===== config.mk =====
export PLATFORM = sky130hd
export DESIGN_NAME = instruction_issuer
export DESIGN_NICKNAME = d
export VERILOG_FILES = /design/src/rtl/instruction_issuer.sv
export SDC_FILE = /design/constraint.sdc
export NUM_CORES = 1
export LEC_CHECK = 0
export BUFFER_PORTS_ARGS = -buffer_cell sky130_fd_sc_hd__buf_4
export CORE_ASPECT_RATIO = 1.2
export CORE_MARGIN = 10
export CORE_UTILIZATION = 54
export CTS_CLUSTER_SIZE = 10
export DETAILED_ROUTE_END_ITERATION = 10
export PLACE_DENSITY = 0.85
export SYNTH_ARGS = -nofsm -noshare
export SYNTH_HDL_FRONTEND = slang
export SYNTH_SLANG_ARGS = --single-unit

===== constraint.sdc =====
create_clock -name clk -period 3.5 [get_ports clk]
set_input_delay 0.7 -clock clk [delete_from_list [all_inputs] [get_ports clk]]
set_output_delay 0.7 -clock clk [all_outputs]
set_load 0.05 [all_outputs]

===== src/rtl/instruction_issuer.sv =====
// Fetch/decode/issue sequencer driving the datapath op interface.
// One instruction in flight; the PC advances only after op_done.
module instruction_issuer #(
    parameter int WORDSIZE = 64,
    parameter int PC_WIDTH = 8
) (
    input  logic                clk,
    input  logic                rst_n,
    input  logic                start,
    output logic [PC_WIDTH-1:0] imem_addr,
    output logic                imem_rd_en,
    input  logic [31:0]         imem_rdata,
    output logic [4:0]          rs1,
    output logic [4:0]          rs2,
    output logic [4:0]          rd,
    output logic [WORDSIZE-1:0] rd_in,
    output logic [6:0]          op_code,
    output logic                op_valid,
    input  logic                op_done,
    output logic                busy,
    output logic                halted,
    output logic [7:0]          illegal_cnt
);

    localparam logic [2:0] IDLE   = 3'd0;
    localparam logic [2:0] FETCH  = 3'd1;
    localparam logic [2:0] WAIT   = 3'd2;
    localparam logic [2:0] DECODE = 3'd3;
    localparam logic [2:0] ISSUE  = 3'd4;
    localparam logic [2:0] NEXT   = 3'd5;
    localparam logic [2:0] HALT   = 3'd6;

    localparam logic [6:0] OP_NONE  = 7'd0;
    localparam logic [6:0] OP_STORE = 7'd1;
    localparam logic [6:0] OP_ADD   = 7'd2;
    localparam logic [6:0] OP_SUB   = 7'd3;

    logic [2:0]          state;
    logic [2:0]          state_nxt;
    logic [PC_WIDTH-1:0] pc;
    logic [31:0]         ir;

    logic        is_halt;
    logic        is_alu;
    logic        is_add;
    logic        is_sub;
    logic        is_sd;
    logic [11:0] s_imm;

    assign is_halt = (ir == 32'h0000_0000) || (ir == 32'h0010_0073);
    assign is_alu  = (ir[6:0] == 7'b0110011) && (ir[14:12] == 3'b000);
    assign is_add  = is_alu && (ir[31:25] == 7'b0000000);
    assign is_sub  = is_alu && (ir[31:25] == 7'b0100000);
    assign is_sd   = (ir[6:0] == 7'b0100011) && (ir[14:12] == 3'b011);
    assign s_imm   = {ir[31:25], ir[11:7]};

    assign imem_addr = pc;

    always_comb begin
        state_nxt = state;
        unique case (state)
            IDLE, HALT: if (start) state_nxt = FETCH;
            FETCH:      state_nxt = WAIT;
            WAIT:       state_nxt = DECODE;
            DECODE: begin
                unique case (1'b1)
                    is_halt:                state_nxt = HALT;
                    is_add, is_sub, is_sd:  state_nxt = ISSUE;
                    default:                state_nxt = NEXT;
                endcase
            end
            ISSUE:      if (op_done) state_nxt = NEXT;
            NEXT:       state_nxt = FETCH;
            default:    state_nxt = IDLE;
        endcase
    end

    // Status and strobe outputs are registered from the next state.
    always_ff @(posedge clk) begin
        if (!rst_n) begin
            state       <= IDLE;
            pc          <= '0;
            ir          <= '0;
            imem_rd_en  <= 1'b0;
            rs1         <= '0;
            rs2         <= '0;
            rd          <= '0;
            rd_in       <= '0;
            op_code     <= OP_NONE;
            op_valid    <= 1'b0;
            busy        <= 1'b0;
            halted      <= 1'b0;
            illegal_cnt <= '0;
        end else begin
            state      <= state_nxt;
            imem_rd_en <= (state_nxt == FETCH);
            op_valid   <= (state_nxt == ISSUE);
            halted     <= (state_nxt == HALT);
            busy       <= (state_nxt != IDLE) && (state_nxt != HALT);

            if ((state == IDLE || state == HALT) && start)
                pc <= '0;
            if (state == NEXT)
                pc <= pc + PC_WIDTH'(1);
            if (state == WAIT)
                ir <= imem_rdata;

            if (state == DECODE) begin
                unique case (1'b1)
                    is_halt: begin
                    end
                    is_add, is_sub: begin
                        rs1     <= ir[19:15];
                        rs2     <= ir[24:20];
                        rd      <= ir[11:7];
                        rd_in   <= '0;
                        op_code <= is_add ? OP_ADD : OP_SUB;
                    end
                    is_sd: begin
                        rs1     <= ir[24:20];
                        rs2     <= '0;
                        rd      <= ir[19:15];
                        rd_in   <= {{(WORDSIZE-12){s_imm[11]}}, s_imm};
                        op_code <= OP_STORE;
                    end
                    default: begin
                        if (illegal_cnt != 8'hFF)
                            illegal_cnt <= illegal_cnt + 8'd1;
                    end
                endcase
            end

            // Fields keep their last value; only the op code is cleared.
            if (state == ISSUE && op_done)
                op_code <= OP_NONE;
        end
    end

endmodule


==> flow_summary_export.csv, run 1 <==
group,metric,value,unit
sta,period_minus_slack,2.197,ns
floorplan,die_footprint,11450,sq um
critical_path,timing.critical_path.from_type,"flip-flop",
pwr,cellPowerDensity,440.3,nW/um^2
floorplan,dieWidth,99.38,microns
detailed_routing,drtPass1Iterations,5,
final_layout,layout-drive-gt1-share,0.3030,
critical_path,setup.worst_path.end_class,"flip-flop",
logic_synthesis,netlist_top_cells_count,"101 x nand2_1, 84 x dfxtp_1, 57 x buf_4",
cts,cts_tree,"built",
place,postPlaceCellArea,4721,sq um
cts,clk_latency,0.36,ns
global_route,grt_overflow,0,
critical_path,slowest_cell_delay_on_critical_path,0.66,ns
critical_path,timing.critical_path.arrival,2.43,ns
final_layout,antenna_cells_inserted,0,
place,gp_congestion,0.8476,
detailed_routing,route.detailed.drc,0,
logic_synthesis,synthDominantAreaCellType,"dfxtp_1",
sta,hold_slack,0.4536,ns
sta,finClkSkew,0.01257,ns
global_route,via_count_of_the_first_global_routing_pass,3587,
sta,worst_max_slew_pin_slew,1.194,ns
sta,finalWorstSetupSlack,1.303,ns
cts,cts_made_buffers,9,
detailed_routing,num_vias,3687,
cts,cts_setup_buffers,0,
run,maxCapViolCount,0,
critical_path,critical_path.cell_chain,"nand3_1 -> or4_1 -> o311ai_0 -> o21ai_0",
detailed_routing,antenna_left,0,
final_layout,finish.net_count,604,
sta,number_of_hold_violations_in_the_final_report,0,
final_layout,layout.cell_area.non_filler,4935,sq um
global_route,largest_net_degree_at_the_start_of_global_routing,72,
floorplan,fp.dieH,115.3,microns
critical_path,critical_path_peak_fanout,16,
cts,post_cts.resized_instances,0,
logic_synthesis,synth_top_cells_by_area,"dfxtp_1 41%, buf_4 10%, nand2_1 9.3%",
critical_path,setup.worst_path.class,"reg2reg",
final_layout,utilization,0.6744,
place,portBuffers,136,
logic_synthesis,post_synth.cell_area_avg,8.248,sq um
floorplan,row_count,34,
detailed_routing,initialDrtViolationCount,259,
cts,clkSinkCount,84,
sta,setup_tns,0,ns
final_layout,area_growth,20.87,%
floorplan,ioPinCount,142,
critical_path,cp_top_family,"simple AND/OR/NAND/NOR gates",
detailed_routing,wire_per_inst,16.68,microns
critical_path,worst_ep_required_time,3.73,ns
logic_synthesis,synth.cell_area,4083,sq um
cts,clockBufferDepth,2,
logic_synthesis,synth_top_flop_cell,"dfxtp_1",
floorplan,effective_utilization_at_floorplan,0.5580,
sta,setup-violations-final,0,
logic_synthesis,netlist.area_leader.share,0.4119,
outcome,outcome,"finished, final reports clean",
worst_hold_path,worstHoldPathType,"reg2reg",
cts,clock-root-buffer,"clkbuf_8",
logic_synthesis,ys_async_sr_fraction,0,
global_route,grt_antenna_before_repair,0,
logic_synthesis,warnings_from_yosys,0,
detailed_routing,route.detailed.vias_per_inst,5.578,
floorplan,floorplan.core_area,7317,sq um
sta,period_share,0.6278,
logic_synthesis,synth.ff_latch_count,84,
cts,htreeDepth,3,
critical_path,critPathBufInv,0,
sta,timing.final.max_slew_violations,0,
cts,cts_hold_buffers,0,
detailed_routing,drt_wl_total,11020,microns
place,preCtsSetupSlack,1.171,ns
global_route,global_route_wire_length_before_repair,17660,microns
pwr,ir_worst_vdd,0.0003124,V
pwr,total_power,2.173,mW
sta,upper_clock_frequency_limit,0.4551,GHz
sta,rsz_0062_raised_after_global_routing,"no",
sta,slew-limit-headroom,0.2038,
logic_synthesis,synth.most_common_cell,"nand2_1",
pwr,cellLeakagePower,2.038,nW
critical_path,critPathSlowestCell,"dfxtp_1",
logic_synthesis,synth_seq_area_share,0.4119,
logic_synthesis,synth_cells,495,
cts,clock_transition_at_the_register_clock_pins_on_the_worst_setup_and_hold_paths_after_cts,0.09,ns
place,post_place_cells,645,
logic_synthesis,count_of_distinct_cell_types_in_the_synthesized_netlist,58,
logic_synthesis,synth-edff-count,0,
global_route,globalRouteTotalUtil,0.1861,
final_layout,non_filler_instance_count_after_layout,661,
place,hpwl_detailed,8188,microns
-- area by class of cell --
cell class              instances  area [sq um]
flip-flops and latches         84          1682
multi-input cells             327          1861
repair buffers                140          1051
clock buffers                  10         137.6
inverters                       4         15.01
well taps                      90         112.6
fillers                       610          2382
clock inverters                 6         76.32
-- power by group --
group / switching (mW) / total (mW) / internal [mW]
logic: 0.231 / 0.368 / 0.137
clock network: 0.379 / 0.741 / 0.362
registers: 0.0642 / 1.06 / 1.00
-- cells by family after synthesis --
family	synth area share
buffers and inverters	0.1379
AO/OA/AOI/OAI	0.1514
flip-flops	0.4119
XOR/XNOR	0.002146
other	0.0009185
adder cells (fa/ha/maj)	0.006128
AND/OR/NAND/NOR	0.2519
multiplexers	0.03770
-- sequential cells by signal, summed over array words and instances, names as in the netlist --
register,count
ir,32
rd_in,12
illegal_cnt,8
op_valid,1
busy,1
rs2,5
halted,1
state,3
imem_rd_en,1
rs1,5
imem_addr,8
op_code,2
rd,5
-- cell usage in the layout (no fill, tap or decap), types with 8 or more instances in the layout --
cell type	netlist	final
dfxtp_1	84	84
nor2_1	26	25
clkbuf_8	0	10
nand3_1	29	29
a21oi_1	56	56
mux2i_1	12	12
o21ai_0	8	8
nor3_1	9	8
a211oi_1	11	11
nand2_1	101	101
buf_4	57	140
-- per-layer routing --
metal / wire, microns / global-route usage / part of all wire / vias up
li1: - / - / - / 1799
met1: 4539 / 0.2174 / 0.41 / 1699
met2: 5345 / 0.3135 / 0.48 / 172
met3: 934 / 0.05402 / 0.085 / 17
met4: 206 / 0.07368 / 0.019 / 0
met5: 0 / 0 / 0 / -
-- worst reg2reg max path, stage by stage (launching register included) --
cell	delay, ns
dfxtp_1	0.66
nand3_1	0.34
or4_1	0.58
o311ai_0	0.34
o21ai_0	0.15
-- final timing paths --
check / startpoint / end / slack, ns / cells past startpoint
worst max-delay path: state[1]$_SDFF_PN0_ / illegal_cnt[7]$_SDFFE_PN0P_ / 1.30 / 4
worst min-delay path: rd_in[62]$_SDFFE_PN0P_ / rd_in[62]$_SDFFE_PN0P_ / 0.45 / 2
worst max register to register: state[1]$_SDFF_PN0_ / illegal_cnt[7]$_SDFFE_PN0P_ / 1.30 / 4
worst min register to register: rd_in[62]$_SDFFE_PN0P_ / rd_in[62]$_SDFFE_PN0P_ / 0.45 / 2
Note: power is estimated with default switching activity, not from simulation.
==> run 2, diff against run 1 <==
ABC_AREA = 1   (was default)
CORE_UTILIZATION = 50   (was 54)
PLACE_DENSITY = 0.8   (was 0.85)
clock period = 2.1 ns   (was 3.5 ns; I/O delays follow)
==> run 2 against run 1 <==
Sequential power is 72% higher. Total power increased by 76%. Critical path type unchanged. Worst hold slack got worse by 0.12 ns. Routed wire length up 4.1%. Critical endpoint is now busy$_SDFF_PN0_. Cell area up 3.0%. Via count rose by 5.8%. Setup slack worse by 0.98 ns. Area after synthesis rose by 2.3%. Sequential share of layout area is 0.96 points lower.
==> flow_summary_export.csv, run 2 <==
group,metric,value,unit
outcome,outcome,"finished, final reports clean",
final_layout,flip_flop_count_of_the_largest_register_after_layout,32,
sta,hold_slack,0.3325,ns
floorplan,die_footprint,12430,sq um
logic_synthesis,synth.most_common_cell,"nand2_1",
cts,clockBufferDepth,2,
global_route,grt_antenna_before_repair,0,
logic_synthesis,count_of_distinct_cell_types_in_the_synthesized_netlist,31,
critical_path,timing.critical_path.from_type,"flip-flop",
detailed_routing,route.detailed.vias_per_inst,4.982,
final_layout,finish.net_count,702,
pwr,cellLeakagePower,2.258,nW
critical_path,timing.critical_path.arrival,2.04,ns
sta,rsz_0062_raised_after_global_routing,"no",
final_layout,final_common_cell,"buf_4",
global_route,globalRouteTotalUtil,0.1808,
cts,clock_transition_at_the_register_clock_pins_on_the_worst_setup_and_hold_paths_after_cts,0.09,ns
sta,period_minus_slack,1.782,ns
logic_synthesis,synth-edff-count,0,
logic_synthesis,synth.cell_area,4178,sq um
critical_path,cp-endpoint,"busy$_SDFF_PN0_",
logic_synthesis,synth_top_cells_by_area,"dfxtp_1 40%, buf_4 11%, nand2_1 11%",
final_layout,non_filler_instance_count_after_layout,783,
critical_path,endpoint_of_the_most_critical_register_to_register_path,"busy$_SDFF_PN0_",
pwr,total_power,3.815,mW
critical_path,critical_path_peak_fanout,13,
logic_synthesis,yosys.area_share.xor_xnor,0.01258,
logic_synthesis,synth.ff_latch_count,84,
sta,finClkSkew,0.01180,ns
global_route,via_count_of_the_first_global_routing_pass,3852,
detailed_routing,initialDrtViolationCount,245,
logic_synthesis,post_synth.cell_area_avg,7.141,sq um
sta,finalWorstSetupSlack,0.3182,ns
logic_synthesis,netlist.area_leader.share,0.4025,
logic_synthesis,synth_top_flop_cell,"dfxtp_1",
logic_synthesis,main_combinational_cell_family_by_area_after_synthesis,"simple AND/OR/NAND/NOR gates",
floorplan,floorplan.core_area,8153,sq um
cts,post_cts.resized_instances,0,
sta,setup-violations-final,0,
floorplan,ioPinCount,142,
final_layout,largest_register,"ir",
logic_synthesis,synthDominantAreaCellType,"dfxtp_1",
cts,cts_tree,"built",
critical_path,crit_top_cell,"nand2_1",
final_layout,reg_top3,"ir: 32 flops, rd_in: 12 flops",
final_layout,antenna_cells_inserted,0,
sta,period_share,0.8485,
critical_path,rr_startpoint,"state[2]$_SDFF_PN0_",
run,maxCapViolCount,0,
cts,clock-root-buffer,"clkbuf_8",
pwr,cellPowerDensity,750.7,nW/um^2
detailed_routing,route.detailed.drc,0,
cts,htreeDepth,3,
sta,setup_tns,0,ns
cts,cts_made_buffers,9,
sta,upper_clock_frequency_limit,0.5612,GHz
logic_synthesis,warnings_from_yosys,0,
floorplan,row_count,36,
critical_path,setup.worst_path.start,"state[2]$_SDFF_PN0_",
critical_path,critical_path_depth,11,
logic_synthesis,netlist_top_cells_count,"119 x nand2_1, 84 x dfxtp_1, 68 x nor2_1",
place,hpwl_detailed,8979,microns
critical_path,logic_depth_of_the_worst_register_to_register_path,11,
critical_path,timing.reg2reg.setup_slack,0.32,ns
global_route,largest_net_degree_at_the_start_of_global_routing,57,
cts,clk_latency,0.37,ns
critical_path,setup.worst_path.class,"reg2reg",
floorplan,effective_utilization_at_floorplan,0.5124,
logic_synthesis,synth_cells,585,
final_layout,utilization,0.6232,
logic_synthesis,post_synth_simple_gate_area,0.2585,
final_layout,regArea,1683,sq um
place,gp_congestion,0.9069,
critical_path,setup.worst_path.end_class,"flip-flop",
critical_path,critical_path.cell_chain,"inv_2 -> nand2_1 -> o21ai_1 -> nand2_1 -> nand2_1 -> inv_2 -> nand3_1 -> nor2_2 -> nand2_1 -> nand2_1 -> nand2_1",
sta,slew-limit-headroom,0.6070,
place,preCtsSetupSlack,0.3484,ns
global_route,global_route_wire_length_before_repair,18270,microns
floorplan,fp.dieH,120.1,microns
cts,cts_setup_buffers,0,
worst_hold_path,worstHoldStart,"imem_rdata[2]",
detailed_routing,num_vias,3901,
logic_synthesis,fraction_of_the_mapped_netlist_area_in_compound_gates,0.1456,
floorplan,dieWidth,103.4,microns
logic_synthesis,post_synth_mux_area_share,0,
critical_path,critPathBufInv,2,
logic_synthesis,synthAdderAreaFrac,0.005990,
final_layout,layout-drive-gt1-share,0.2646,
global_route,grt_overflow,0,
final_layout,fillers,739,
critical_path,slowest_cell_delay_on_critical_path,0.48,ns
cts,cts_hold_buffers,0,
critical_path,worst_ep_required_time,2.36,ns
logic_synthesis,ys_async_sr_fraction,0,
detailed_routing,drtPass1Iterations,5,
sta,worst_max_slew_pin_slew,0.5852,ns
sta,timing.final.max_slew_violations,0,
detailed_routing,antenna_left,0,
cts,clkSinkCount,84,
place,portBuffers,136,
place,postPlaceCellArea,4888,sq um
pwr,ir_worst_vdd,0.0005786,V
final_layout,area_taken_by_multi_input_logic_gates,1784,sq um
final_layout,most-common-layout-cells,"141 x buf_4, 119 x nand2_1, 83 x dfxtp_1",
critical_path,cp_top_family,"simple AND/OR/NAND/NOR gates",
final_layout,layout.cell_area.non_filler,5081,sq um
place,post_place_cells,767,
logic_synthesis,synth_seq_area_share,0.4025,
critical_path,critPathSlowestCell,"dfxtp_1",
sta,number_of_hold_violations_in_the_final_report,0,
detailed_routing,wire_per_inst,14.65,microns
detailed_routing,drt_wl_total,11470,microns
worst_hold_path,worstHoldPathType,"in2reg",
final_layout,area_growth,21.62,%
-- run 2: cell types whose count changed in the layout (fill, tap and decap cells not counted), moves of 4 or more --
cell	previous run	this run
nor3_1	8	4
nand2_1	101	119
a211oi_1	11	1
xor2_1	0	4
nand3_1	29	36
clkinvlp_4	0	4
a21oi_1	56	65
or4_1	5	0
inv_1	3	43
nor2_1	25	68
mux2i_1	12	0
o21ai_0	8	50
-- run 2: logic make-up after synthesis --
family	Yosys count
buf+inv	127
fa+ha+maj	2
other cells	1
flops	84
simple gates	245
xor+xnor	6
compound gates	120
-- run 2: worst min path at each step --
stage,end,cells past startpoint
after floorplan,rd_in[62]$_SDFFE_PN0P_,2
after global placement,rd_in[62]$_SDFFE_PN0P_,2
after detailed placement,rd_in[62]$_SDFFE_PN0P_,2
after CTS,ir[2]$_SDFFE_PN0P_,3
after global routing,ir[11]$_SDFFE_PN0P_,3
final,ir[2]$_SDFFE_PN0P_,3
-- run 2: worst register-to-register path, stage by stage (launching register included) --
cell and delay [ns]:
dfxtp_1 0.48, inv_2 0.19, nand2_1 0.10, o21ai_1 0.09, nand2_1 0.13, nand2_1 0.10, inv_2 0.13, nand3_1 0.10
nor2_2 0.15, nand2_1 0.09, nand2_1 0.06, nand2_1 0.05
-- run 2: where the power goes --
| group | leakage, nW | internal, mW | switching [mW] |
|---|---|---|---|
| Clock | 0.0845 | 0.547 | 0.597 |
| Combinational | 1.49 | 0.288 | 0.558 |
| Sequential | 0.681 | 1.71 | 0.118 |
| Total | 2.26 | 2.54 | 1.27 |
-- run 2: area by class of cell --
class / instances / area share
clock buffer: 10 / 0.02512
clock inverter: 6 / 0.01280
inverter: 48 / 0.03546
multi-input combinational: 378 / 0.3511
sequential: 84 / 0.3312
tap: 114 / 0.02807
timing repair buffer: 143 / 0.2162
-- run 2: metal layers --
layer | wire length, microns | share of wire | up-vias | track usage
li1 | - | - | 1975 | -
met3 | 1319 | 0.11 | 26 | 0.05626
met4 | 286 | 0.025 | 0 | 0.08275
met5 | 0 | 0 | - | 0
met2 | 5611 | 0.49 | 166 | 0.3063
met1 | 4254 | 0.37 | 1734 | 0.1999
